### config.mk
export PLATFORM = sky130hd
export DESIGN_NAME = lab1_led_mode_top
export DESIGN_NICKNAME = d
export VERILOG_FILES = /design/src/rtl/lab1_pkg.sv /design/src/rtl/lab1_led_mode_top_btn_debounce.sv /design/src/rtl/lab1_led_mode_top.sv
export SDC_FILE = /design/constraint.sdc
export NUM_CORES = 1
export LEC_CHECK = 0
export CORE_MARGIN = 5
export CORE_UTILIZATION = 50
export DETAILED_ROUTE_END_ITERATION = 6
export MAX_ROUTING_LAYER = met4
export PLACE_DENSITY = 0.71
export SYNTH_ARGS = -nofsm -noshare
export SYNTH_HDL_FRONTEND = slang
export SYNTH_SLANG_ARGS = --single-unit
### constraint.sdc
create_clock -name clk -period 5.34 [get_ports clk]
set_clock_uncertainty 0.15 [all_clocks]
set_input_delay 1.068 -clock clk [delete_from_list [all_inputs] [get_ports clk]]
set_output_delay 1.068 -clock clk [all_outputs]
set_load 0.02 [all_outputs]
### src/rtl/lab1_pkg.sv
// Shared types and helpers for the push-button LED mode demo.
package lab1_pkg;

  typedef enum logic [1:0] {
    MODE_OFF   = 2'b00,
    MODE_ON    = 2'b01,
    MODE_BLINK = 2'b10,
    MODE_SHIFT = 2'b11
  } mode_e;

  localparam int unsigned LED_W = 4;

  // Milliseconds to clock cycles, never below one cycle.
  function automatic int unsigned ms_to_cycles(input int unsigned freq, input int unsigned ms);
    int unsigned cyc;
    cyc = freq / 32'd1000 * ms;
    return (cyc < 32'd1) ? 32'd1 : cyc;
  endfunction

endpackage

### src/rtl/lab1_led_mode_top_btn_debounce.sv
// Button conditioning: 2-flop synchronizer, stability debounce and a one-cycle
// pulse on each debounced press (0->1). Releases produce no pulse.
module btn_debounce
  import lab1_pkg::*;
#(
  parameter int unsigned DB_CYC = 1
) (
  input  logic clk,
  input  logic rst_n,
  input  logic btn,
  output logic press
);

  localparam int unsigned CNT_W = $clog2(DB_CYC + 1);

  logic             sync1_q;
  logic             btn_s_q;
  logic             db_q;
  logic             db_d;
  logic             press_q;
  logic             press_d;
  logic [CNT_W-1:0] cnt_q;
  logic [CNT_W-1:0] cnt_d;

  // Debounced level follows btn_s only after it has differed for DB_CYC cycles.
  always_comb begin
    db_d  = db_q;
    cnt_d = '0;
    if (btn_s_q != db_q) begin
      if (cnt_q == CNT_W'(DB_CYC - 1)) begin
        db_d  = btn_s_q;
        cnt_d = '0;
      end else begin
        cnt_d = cnt_q + CNT_W'(1);
      end
    end
    press_d = db_d & ~db_q;
  end

  always_ff @(posedge clk or negedge rst_n) begin
    if (!rst_n) begin
      sync1_q <= 1'b0;
      btn_s_q <= 1'b0;
      db_q    <= 1'b0;
      cnt_q   <= '0;
      press_q <= 1'b0;
    end else begin
      sync1_q <= btn;
      btn_s_q <= sync1_q;
      db_q    <= db_d;
      cnt_q   <= cnt_d;
      press_q <= press_d;
    end
  end

  assign press = press_q;

endmodule

### src/rtl/lab1_led_mode_top.sv
// Push-button LED demo top: each debounced press advances the mode, which picks
// the LED pattern. Define LAB1_SHIFT_MODE_EN to build the running-light mode.
module lab1_led_mode_top
  import lab1_pkg::*;
#(
  parameter int unsigned CLK_FREQ_HZ   = 125_000_000,
  parameter int unsigned DEBOUNCE_MS   = 20,
  parameter int unsigned BLINK_HALF_MS = 250,
  parameter int unsigned SHIFT_MS      = 250
) (
  input  logic             clk,
  input  logic             rst_n,
  input  logic             btn,
  output logic [LED_W-1:0] leds
);

  localparam int unsigned DB_CYC = ms_to_cycles(CLK_FREQ_HZ, DEBOUNCE_MS);
  localparam int unsigned BL_CYC = ms_to_cycles(CLK_FREQ_HZ, BLINK_HALF_MS);
  localparam int unsigned BL_W   = $clog2(BL_CYC + 1);

  logic             press;
  mode_e            mode_q;
  mode_e            mode_d;
  logic             phase_q;
  logic             phase_d;
  logic [BL_W-1:0]  bl_cnt_q;
  logic [BL_W-1:0]  bl_cnt_d;
  logic [LED_W-1:0] leds_q;
  logic [LED_W-1:0] leds_d;

  btn_debounce #(
    .DB_CYC (DB_CYC)
  ) u_btn_debounce (
    .clk   (clk),
    .rst_n (rst_n),
    .btn   (btn),
    .press (press)
  );

  // Mode sequencing on each press pulse.
  always_comb begin
    mode_d = mode_q;
    if (press) begin
      case (mode_q)
        MODE_OFF:   mode_d = MODE_ON;
        MODE_ON:    mode_d = MODE_BLINK;
`ifdef LAB1_SHIFT_MODE_EN
        MODE_BLINK: mode_d = MODE_SHIFT;
`else
        MODE_BLINK: mode_d = MODE_OFF;
`endif
        default:    mode_d = MODE_OFF;
      endcase
    end
  end

  // Blink phase restarts high with a cleared counter whenever blink is not active.
  always_comb begin
    phase_d  = 1'b1;
    bl_cnt_d = '0;
    if (mode_q == MODE_BLINK) begin
      phase_d = phase_q;
      if (bl_cnt_q == BL_W'(BL_CYC - 1)) begin
        phase_d = ~phase_q;
      end else begin
        bl_cnt_d = bl_cnt_q + BL_W'(1);
      end
    end
  end

`ifdef LAB1_SHIFT_MODE_EN
  localparam int unsigned SH_CYC = ms_to_cycles(CLK_FREQ_HZ, SHIFT_MS);
  localparam int unsigned SH_W   = $clog2(SH_CYC + 1);

  logic [LED_W-1:0] pat_q;
  logic [LED_W-1:0] pat_d;
  logic [SH_W-1:0]  sh_cnt_q;
  logic [SH_W-1:0]  sh_cnt_d;

  // Running light restarts at 0001 whenever shift mode is not active.
  always_comb begin
    pat_d    = LED_W'(1);
    sh_cnt_d = '0;
    if (mode_q == MODE_SHIFT) begin
      pat_d = pat_q;
      if (sh_cnt_q == SH_W'(SH_CYC - 1)) begin
        pat_d = {pat_q[LED_W-2:0], pat_q[LED_W-1]};
      end else begin
        sh_cnt_d = sh_cnt_q + SH_W'(1);
      end
    end
  end

  always_ff @(posedge clk or negedge rst_n) begin
    if (!rst_n) begin
      pat_q    <= LED_W'(1);
      sh_cnt_q <= '0;
    end else begin
      pat_q    <= pat_d;
      sh_cnt_q <= sh_cnt_d;
    end
  end
`endif

  always_comb begin
    leds_d = '0;
    case (mode_q)
      MODE_OFF:   leds_d = '0;
      MODE_ON:    leds_d = '1;
      MODE_BLINK: leds_d = {LED_W{phase_q}};
`ifdef LAB1_SHIFT_MODE_EN
      MODE_SHIFT: leds_d = pat_q;
`else
      MODE_SHIFT: leds_d = '0;
`endif
      default:    leds_d = '0;
    endcase
  end

  always_ff @(posedge clk or negedge rst_n) begin
    if (!rst_n) begin
      mode_q   <= MODE_OFF;
      phase_q  <= 1'b1;
      bl_cnt_q <= '0;
      leds_q   <= '0;
    end else begin
      mode_q   <= mode_d;
      phase_q  <= phase_d;
      bl_cnt_q <= bl_cnt_d;
      leds_q   <= leds_d;
    end
  end

  assign leds = leds_q;

endmodule

# Yosys cells after proc, flatten, opt, wreduce, memory -nomap -nowiden
# Cells that the tools add are included.
# W data, S select, Z words.
word_totals:
  reg_bits: 58
  output_inout_bits: 4
  elab_cells: 33
classes:
  n_addsub: 2
  eq_ne: 7
  n_mux: 10
  bitwise: 3
  n_reduce_logical: 2
op_table:
  columns: ["op", "count"]
  rows:
  - ["$mux W25", 2]
  - ["$mux W22", 2]
  - ["$add A25 B1 Y25 const B", 1]
  - ["$eq A25 B25 Y1 const B", 1]
  - ["$add A22 B1 Y22 const B", 1]
  - ["$eq A22 B22 Y1 const B", 1]
  - ["$pmux W4 S3", 1]
  - ["$eq A2 B2 Y1 const B", 2]
  - ["$mux W1", 4]
  - ["$pmux W2 S2", 1]
  - ["$eq A2 B1 Y1 const B", 1]
  - ["$logic_not A2 Y1", 1]
  - ["$ne A2 B1 Y1 const B", 1]
  - ["$not A1 Y1", 2]
  - ["$reduce_or A2 Y1", 1]
  - ["$and A1 B1 Y1", 1]
  - ["$ne A1 B1 Y1", 1]

# Depth between registers and ports, before layout
# Gate-level depths: netlist of the first run.
logic_depth:
  ltp_word: 4
  mapped_depth: 6
  mapped_depth_nobuf: 5

# Hierarchy
# A second synthesis of the first run with hierarchy kept.
hier_totals:
  hier_cells: 285
  area_unflattened_um2: 2850.2
by_module_without_submodules:
  columns: ["mod", "n_inst", "cells_each", "area_per_inst_um2", "seq_area_each_um2"]
  rows:
  - ["lab1_led_mode_top", 1, 156, 1514.0, 726.9]
  - ["btn_debounce", 1, 129, 1336.3, 650.6]

# Least setup slack after synthesis of the first run
# Ideal clock, no wire load.
synth_timing:
  path_kind: "register to register"
  from: "register bl_cnt_q[16]"
  to: "register bl_cnt_q[10]"
  setup_time_ps: 119
  t_arrival_ps: 1788
  required_time_ps: 5071
  path_slack_ps: 3283
  path_stages_with_launch: 6
  cell_sequence: "dfrtp_1 > or4b_1 > or4_1 > o21ai_4 > buf_4 > nor2_1"
synth_via:
  elab_chain_cells: 3
synth_rtl:
  columns: ["item", "line", "text"]
  rows:
  - ["from (decl)", "lab1_led_mode_top.sv:26", "logic [BL_W-1:0] bl_cnt_q;"]
  - ["from (signal assigned)", "lab1_led_mode_top.sv:129", "bl_cnt_q <= bl_cnt_d;"]
  - ["$eq A25 B25 Y1", "lab1_led_mode_top.sv:63", "if (bl_cnt_q == BL_W'(BL_CYC - 1)) begin"]
  - ["$mux W25", "lab1_led_mode_top.sv:63", null]
  - ["$mux W25", "lab1_led_mode_top.sv:61", "if (mode_q == MODE_BLINK) begin"]
  - ["net bl_cnt_d[10]", "lab1_led_mode_top.sv:27", "logic [BL_W-1:0] bl_cnt_d;"]
# The timed path passes the listed nets, and every way through them passes these cells.
# A chain may end at the register's enable or synchronous reset.

==> results of run 1 <==
[state kept, by name, indices dropped and copies added, names as in the netlist]
name and flops:
leds 1, u_btn_debounce.cnt_q 22, u_btn_debounce.db_q 1, bl_cnt_q 25
u_btn_debounce.press 1, mode_q 2, phase_q 1, u_btn_debounce.sync1_q 1
u_btn_debounce.btn_s_q 1
[routing by layer]
layer / part of all wire, % / track usage (%) / up-vias
li1: - / - / 1042
met1: 52 / 21.96 / 993
met2: 43 / 21.61 / 32
met3: 3.9 / 3.204 / 5
met4: 1.3 / 4.748 / 0
met5: 0 / - / -
[cell families (layout without fill, tap and decap cells)]
logic type,count (synthesis),in the layout,synth area share (%)
buffers and inverters,23,28,4.076
AO/OA/AOI/OAI,46,46,9.881
AND/OR/NAND/NOR,133,133,26.67
adder cells (fa/ha/maj),6,6,2.658
XOR/XNOR,23,23,7.133
multiplexers,2,2,0.7975
flip-flops,55,55,48.78
[per-stage QoR]
| step | cell area, sq um | instances | hold WS [ns] |
|---|---|---|---|
| 2_1_floorplan | 2824 | 288 | 0.1812 |
| 3_3_place_gp | 2919 | 357 | 0.1824 |
| 3_5_place_dp | 2919 | 357 | 0.1858 |
| 4_1_cts | 3037 | 365 | 0.2091 |
| 5_1_grt | 3037 | 365 | 0.2264 |
| 6_report | 3037 | 365 | 0.2099 |
[cell type report]
class                           instances  area, sq um
Multi-Input combinational cell        210         1336
Fill cell                             485         2470
Sequential cell                        55         1378
Clock inverter                          2        35.03
Timing Repair Buffer                    8        70.07
Tap cell                               72        90.09
Inverter                               12        45.04
Clock buffer                            6        82.58
[final timing paths]
kind	cells past startpoint	slack, ns	end
setup reg to reg	4	2.86	bl_cnt_q[23]
hold reg to reg	0	0.21	u_btn_debounce.btn_s_q
setup / recovery	1	2.82	leds[0]
max in group asynchronous	2	3.85	u_btn_debounce.cnt_q[4]
min in group asynchronous	2	0.72	bl_cnt_q[3]
hold / removal	0	0.21	u_btn_debounce.btn_s_q
[synth_stat cells (all sizes together) (3+ instances only)]
master  number
nor3         8
or4          9
dfrtp       54
buf          8
inv         12
a21oi       20
xnor2       18
nor4bb       4
nor4         6
o31ai        4
nor2        30
or3         15
ha           6
nand3       15
o21ai       18
and3         3
clkbuf       3
nand2       19
xor2         5
nand4       12
[power breakdown]
part	total, mW	internal [mW]	switching (mW)	leakage (nW)
clock	0.284	0.152	0.132	0.0612
sequential	0.422	0.419	0.00289	0.758
combinational	0.0169	0.00425	0.0127	0.280
==> implementation parameters, run 1 <==
Parameter                              Value

Run status
  Result of the run    completed

STA
  Count of endpoints failing hold in the final timing report    0
  Post-route clock period utilization    47.18%
  Setup-failing EPs final    0
  Max_slew headroom    45.20%
  Max Clock Freq    396.9 MHz
  Max-slew violation total from the final report    0
  Minimum setup slack in the final design    2.821 ns
  Clock period minus worst slack    2.519 ns
  Pin slew with the least headroom to its limit    0.8170 ns
  RSZ-0062 raised after global routing    no
  Total Negative Setup Slacks    0 ns

Finish
  Fraction of the core area covered by cells at the end of the flow    55.15%
  Signed area change from the synthesized netlist to the final layout    7.532%
  Commonest non-fill, non-tap cell in the layout    sky130_fd_sc_hd__dfrtp_1
  Antenna diode instance count    0
  NumNets Final    301
  Leading cell types in the layout, fill and taps excluded    sky130_fd_sc_hd__dfrtp_1 (54), sky130_fd_sc_hd__nor2_1 (30), sky130_fd_sc_hd__nand2_1 (19), sky130_fd_sc_hd__xnor2_1 (18)
  Share of layout cells above drive strength 1    8.191%

Clock tree
  Num CTS Buffers    5
  H-tree lvl count    2
  Setup Fix Bufs, Post-CTS    0
  Number of gates given a new drive strength after cts    0
  Hold_buf cts    0
  CTS tree    done
  Num Clock Sinks    55
  Clock buffer depth    2
  Reg clk slew, reported paths    0.09 ns
  Root buffer cell    sky130_fd_sc_hd__clkbuf_8
  Insertion delay of the later-clocked pin in the worst-skew pair    0.31 ns

Placed design
  Number of buffers inserted by port buffering    6
  Final Wtd Congestion    0.8358
  Final HPWL DP    3369 um
  Setup slack at placement    2.857 ns

Setup path
  Startpoint of the worst-slack reg-to-reg timing path    bl_cnt_q[13]
  CP Data Arrival Time    1.30 ns
  Count of buffering cells on the critical path with inverters included    1
  Cell family contributing the most delay on the critical path    buffers and inverters
  Maximum fanout along the worst path    4
  Launching element type of the critical path    flop
  Crit path required time    4.12 ns
  Critical path start-end classification    flop to output port
  Critical path's largest stage delay    0.61 ns
  CP endpoint kind    output port
  Standard cell with the maximum stage delay on the critical path    sky130_fd_sc_hd__clkdlybuf4s50_1
  Series of cell instances along the critical path    clkdlybuf4s50_1
  Critical path launch point    leds[2]

Yosys
  Area fraction of the dominant cell type after synthesis    47.85%
  Count of flip-flops with a built-in enable after synthesis    0
  Async set-reset flop share out of synthesis    100.0%
  Number of register bits inferred by synthesis    55
  Sequential share of the synthesized area    48.78%
  Largest cells by area after synthesis    sky130_fd_sc_hd__dfrtp_1 (48%), sky130_fd_sc_hd__xnor2_1 (5.6%), sky130_fd_sc_hd__nor2_1 (4.0%)
  Post-synthesis cell type with the largest combined area    sky130_fd_sc_hd__dfrtp_1
  Nets in the synthesized netlist    297
  Number of standard cells after synthesis    288
  Avg Cell Area, Syn    9.805 sq um
  Synth warnings    0
  Ys flop type    sky130_fd_sc_hd__dfrtp_1
  Cell area after technology mapping    2824 sq um
  Count of different cell masters after synthesis    39

Power and ir drop
  Total Power Consumption    0.7223 mW
  Worst vdd ir    149.0 uV
  Standby leakage power    1.099 nW
  Cell area power density    237.9 nW/um^2

Floorplanning
  Initial core utilization    51.28%
  Number of ports placed on the die boundary    7
  Core area    5507 sq um
  Die outline area    7251 sq um
  Y dimension of the die    85.15 um
  Width of the chip    85.15 um
  Placement Rows    27

Run
  Number of violations of the max-capacitance limit    0

GRT
  Overall global routing resource usage    15.27%
  Largest net degree at the start of global routing    56
  Initial antenna violation count    0
  Remaining global-route overflow    0
  Wire length of the first global-routing pass    8776 um
  Number of global-route vias before repair    1906

Min path
  Class of the most critical hold timing path    flop to flop
  Worst hold start    u_btn_debounce.sync1_q

Routing
  Post-DRT Antenna Nets    0
  Drt wl/cell    13.82 um
  Iter 0 DRT Violations    104
  Total wire length    5046 um
  # DRC    0
  Router iterations before antenna repair    4
  Vias after detailed routing    2072
  Per-cell via count in the routed design    5.677
Power figures use the tool's default switching activity.
==> inputs of run 2 (changes only) <==
- PLACE_DENSITY: 0.71 -> 0.73
- clock period: 5.34 -> 2.3 ns (I/O delays scaled with it)
==> run 2 against run 1 <==
Sequential power is 130% higher. Highest routed layer unchanged. Clock power is 120% higher. Global-route usage is 0.64 points higher. Largest power group unchanged. Via count is 2.2% higher. Sequential cell count stayed put. Largest cell class unchanged.
==> implementation parameters, run 2 (synthesis gave the netlist of run 1 again) <==
Parameter                              Value

Run status
  Result of the run    completed

Floorplanning
  Number of ports placed on the die boundary    7 (unchanged)
  Placement Rows    27 (unchanged)
  Die outline area    7251 sq um (unchanged)
  Width of the chip    85.15 um (unchanged)
  Core area    5507 sq um (unchanged)
  Y dimension of the die    85.15 um (unchanged)
  Initial core utilization    51.28% (unchanged)

Clock tree
  H-tree lvl count    2 (unchanged)
  Num CTS Buffers    5 (unchanged)
  CTS tree    done
  Setup Fix Bufs, Post-CTS    0 (unchanged)
  Insertion delay of the later-clocked pin in the worst-skew pair    0.30 ns (about the same)
  Clock buffer depth    2 (unchanged)
  Reg clk slew, reported paths    0.09 ns (about the same)
  Num Clock Sinks    55 (unchanged)
  Root buffer cell    sky130_fd_sc_hd__clkbuf_8

Routing
  # DRC    0 (unchanged)
  Iter 0 DRT Violations    176 (+69%)
  Vias after detailed routing    2117 (+2.2%)
  Drt wl/cell    13.76 um (-0.43%)
  Post-DRT Antenna Nets    0 (unchanged)
  Total wire length    5148 um (+2.0%)
  Per-cell via count in the routed design    5.660 (-0.29%)
  Router iterations before antenna repair    4 (unchanged)

Finish
  NumNets Final    311 (+3.3%)
  Signed area change from the synthesized netlist to the final layout    10.01%
  Antenna diode instance count    0 (unchanged)
  Final instance area    3107 sq um (+2.3%)
  Area of the multi-input gates    1340 sq um (+0.28%)
  Sequential standard cell area    1378 sq um (unchanged)
  Leading cell types in the layout, fill and taps excluded    sky130_fd_sc_hd__dfrtp_1 (54), sky130_fd_sc_hd__nor2_1 (30), sky130_fd_sc_hd__nand2_1 (19), sky130_fd_sc_hd__xnor2_1 (18)
  Commonest non-fill, non-tap cell in the layout    sky130_fd_sc_hd__dfrtp_1
  Final Instance Count excl. Fillers    374 (+2.5%)
  Leading registers by flop count    bl_cnt_q: 25 flops, u_btn_debounce.cnt_q: 22 flops, mode_q: 2 flops
  Share of layout cells above drive strength 1    10.93% (+2.7 points)
  Number of fillers in the final layout    480 (-1.0%)
  Top reg by flops    bl_cnt_q
  Max reg flops    25 (unchanged)

Power and ir drop
  Worst vdd ir    325.8 uV (+120%)
  Standby leakage power    1.134 nW (+3.2%)
  Switching portion of total power    20.37% (-0.045 points)
  Int Pwr    1.303 mW (+130%)
  Proportion of power drawn by the clock network    37.7% (-1.6 points)
  Sequential share of power    59.8% (+1.4 points)
  Gate power share    2.5% (+0.2 points)
  Switching power total    0.3332 mW (+130%)
  Cell area power density    526.5 nW/um^2 (+120%)

Setup path
  Critical path start-end classification    flop to flop
  Capturing element of the worst setup path    bl_cnt_q[23]
  Maximum fanout along the worst path    10 (+6)
  Capturing point of the worst reg2reg path    bl_cnt_q[23]
  Cell family contributing the most delay on the critical path    simple AND/OR/NAND/NOR gates
  Cell count along the critical path    4 (+3)
  Count of buffering cells on the critical path with inverters included    0 (-1)
  Critical path launch point    bl_cnt_q[4]
  Launching element type of the critical path    flop
  Standard cell with the maximum stage delay on the critical path    sky130_fd_sc_hd__or4_1
  Register-to-Register Path Depth    4 (unchanged)
  Crit path required time    2.35 ns (-1.77 ns)
  Setup slack of the worst register-to-register path    0.15 ns (-2.71 ns)
  CP Data Arrival Time    2.20 ns (+0.90 ns)
  Startpoint of the worst-slack reg-to-reg timing path    bl_cnt_q[4]
  CP endpoint kind    flop
  Critical path's largest stage delay    0.72 ns (+0.11 ns)
  Series of cell instances along the critical path    nand4_1 -> or4_1 -> o31a_1 -> o21ba_1

Placed design
  Cell total after placement    366 (+2.5%)
  Final HPWL DP    3656 um (+8.5%)
  Final Wtd Congestion    0.8645 (+3.4%)
  Setup slack at placement    0.09040 ns (-2.767 ns)
  Number of buffers inserted by port buffering    6 (unchanged)
  Cell area reported after detailed placement    2987 sq um (+2.3%)

STA
  Max_slew headroom    66.33% (+21 points)
  Total Negative Setup Slacks    0 ns (unchanged)
  RSZ-0062 raised after global routing    no
  Minimum setup slack in the final design    0.1494 ns (-2.671 ns)
  Clock period minus worst slack    2.151 ns
  Max-slew violation total from the final report    0 (unchanged)
  Post-route clock period utilization    93.50%
  Pin slew with the least headroom to its limit    0.5005 ns (-0.3166 ns)
  Setup-failing EPs final    0 (unchanged)
  Max Clock Freq    465.0 MHz
  Count of endpoints failing hold in the final timing report    0 (unchanged)

GRT
  Remaining global-route overflow    0 (unchanged)
  Largest net degree at the start of global routing    31 (-45%)
  Initial antenna violation count    0 (unchanged)
  Overall global routing resource usage    15.92% (+0.64 points)
  Wire length of the first global-routing pass    9128 um (+4.0%)
  Number of global-route vias before repair    1968 (+3.3%)

Min path
  Class of the most critical hold timing path    flop to flop

Run
  Number of violations of the max-capacitance limit    0 (unchanged)
run 2: worst min path at each step:
stage                           start                endpoint  slack [ns]  cells past startpoint
2_1_floorplan                   rst_n             bl_cnt_q[0]        0.01                      0
3_3_place_gp   u_btn_debounce.sync1_q  u_btn_debounce.btn_s_q        0.18                      0
3_5_place_dp   u_btn_debounce.sync1_q  u_btn_debounce.btn_s_q        0.18                      0
4_1_cts        u_btn_debounce.sync1_q  u_btn_debounce.btn_s_q        0.21                      0
5_1_grt        u_btn_debounce.sync1_q  u_btn_debounce.btn_s_q        0.22                      0
6_report       u_btn_debounce.sync1_q  u_btn_debounce.btn_s_q        0.20                      0
run 2: worst register-to-register path, stage by stage (launching register included):
cell	delay (ns)
sky130_fd_sc_hd__dfrtp_1	0.44
sky130_fd_sc_hd__nand4_1	0.20
sky130_fd_sc_hd__or4_1	0.73
sky130_fd_sc_hd__o31a_1	0.36
sky130_fd_sc_hd__o21ba_1	0.18
run 2: power groups by stage:
stage          combinational [mW]  clock, mW  sequential (mW)
2_1_floorplan              0.0127          0            0.997
3_3_place_gp               0.0413          0            0.998
3_5_place_dp               0.0416          0            0.997
4_1_cts                    0.0430      0.638            0.979
5_1_grt                    0.0488      0.689            0.980
6_report                   0.0410      0.616            0.979
run 2: layout make-up:
class / instances / area share, %
clock buffer: 5 / 2.215
inverter: 12 / 1.450
multi-input combinational: 210 / 43.13
tap: 72 / 2.900
clock inverter: 2 / 1.208
timing repair buffer: 18 / 4.752
sequential: 55 / 44.34
run 2: repair_timing:
item / in CTS / in global routing
setup endpoints to repair: 0 / 4
resized for setup: 0 / 1
endpoints found under the hold margin: 25 / 0
hold buffers: 1 / 0
run 2: metrics by stage:
| step | hold slack, ns | utilization, % | total power, mW |
|---|---|---|---|
| CTS | 0.2071 | 56.35 | 1.660 |
| global route | 0.2182 | 56.42 | 1.719 |
| global placement | 0.1847 | 54.24 | 1.039 |
| detailed placement | 0.1847 | 54.24 | 1.039 |
| floorplan | 0.01441 | - | 1.009 |
| finish | 0.2050 | 56.42 | 1.636 |
run 2: layer usage:
layer / global-route usage (%) / vias to the layer above / part of all wire [%]
met5: - / - / 0
met4: 5.180 / 0 / 1.3
met3: 3.301 / 5 / 3.9
met2: 23.02 / 37 / 45
met1: 22.37 / 1018 / 50
li1: - / 1057 / -
==> inputs of run 3 (changes only) <==
- HOLD_SLACK_MARGIN: not set -> 0.08
==> results of run 3 <==
No change in the layout: final DEF, timing and power equal those of run 2.
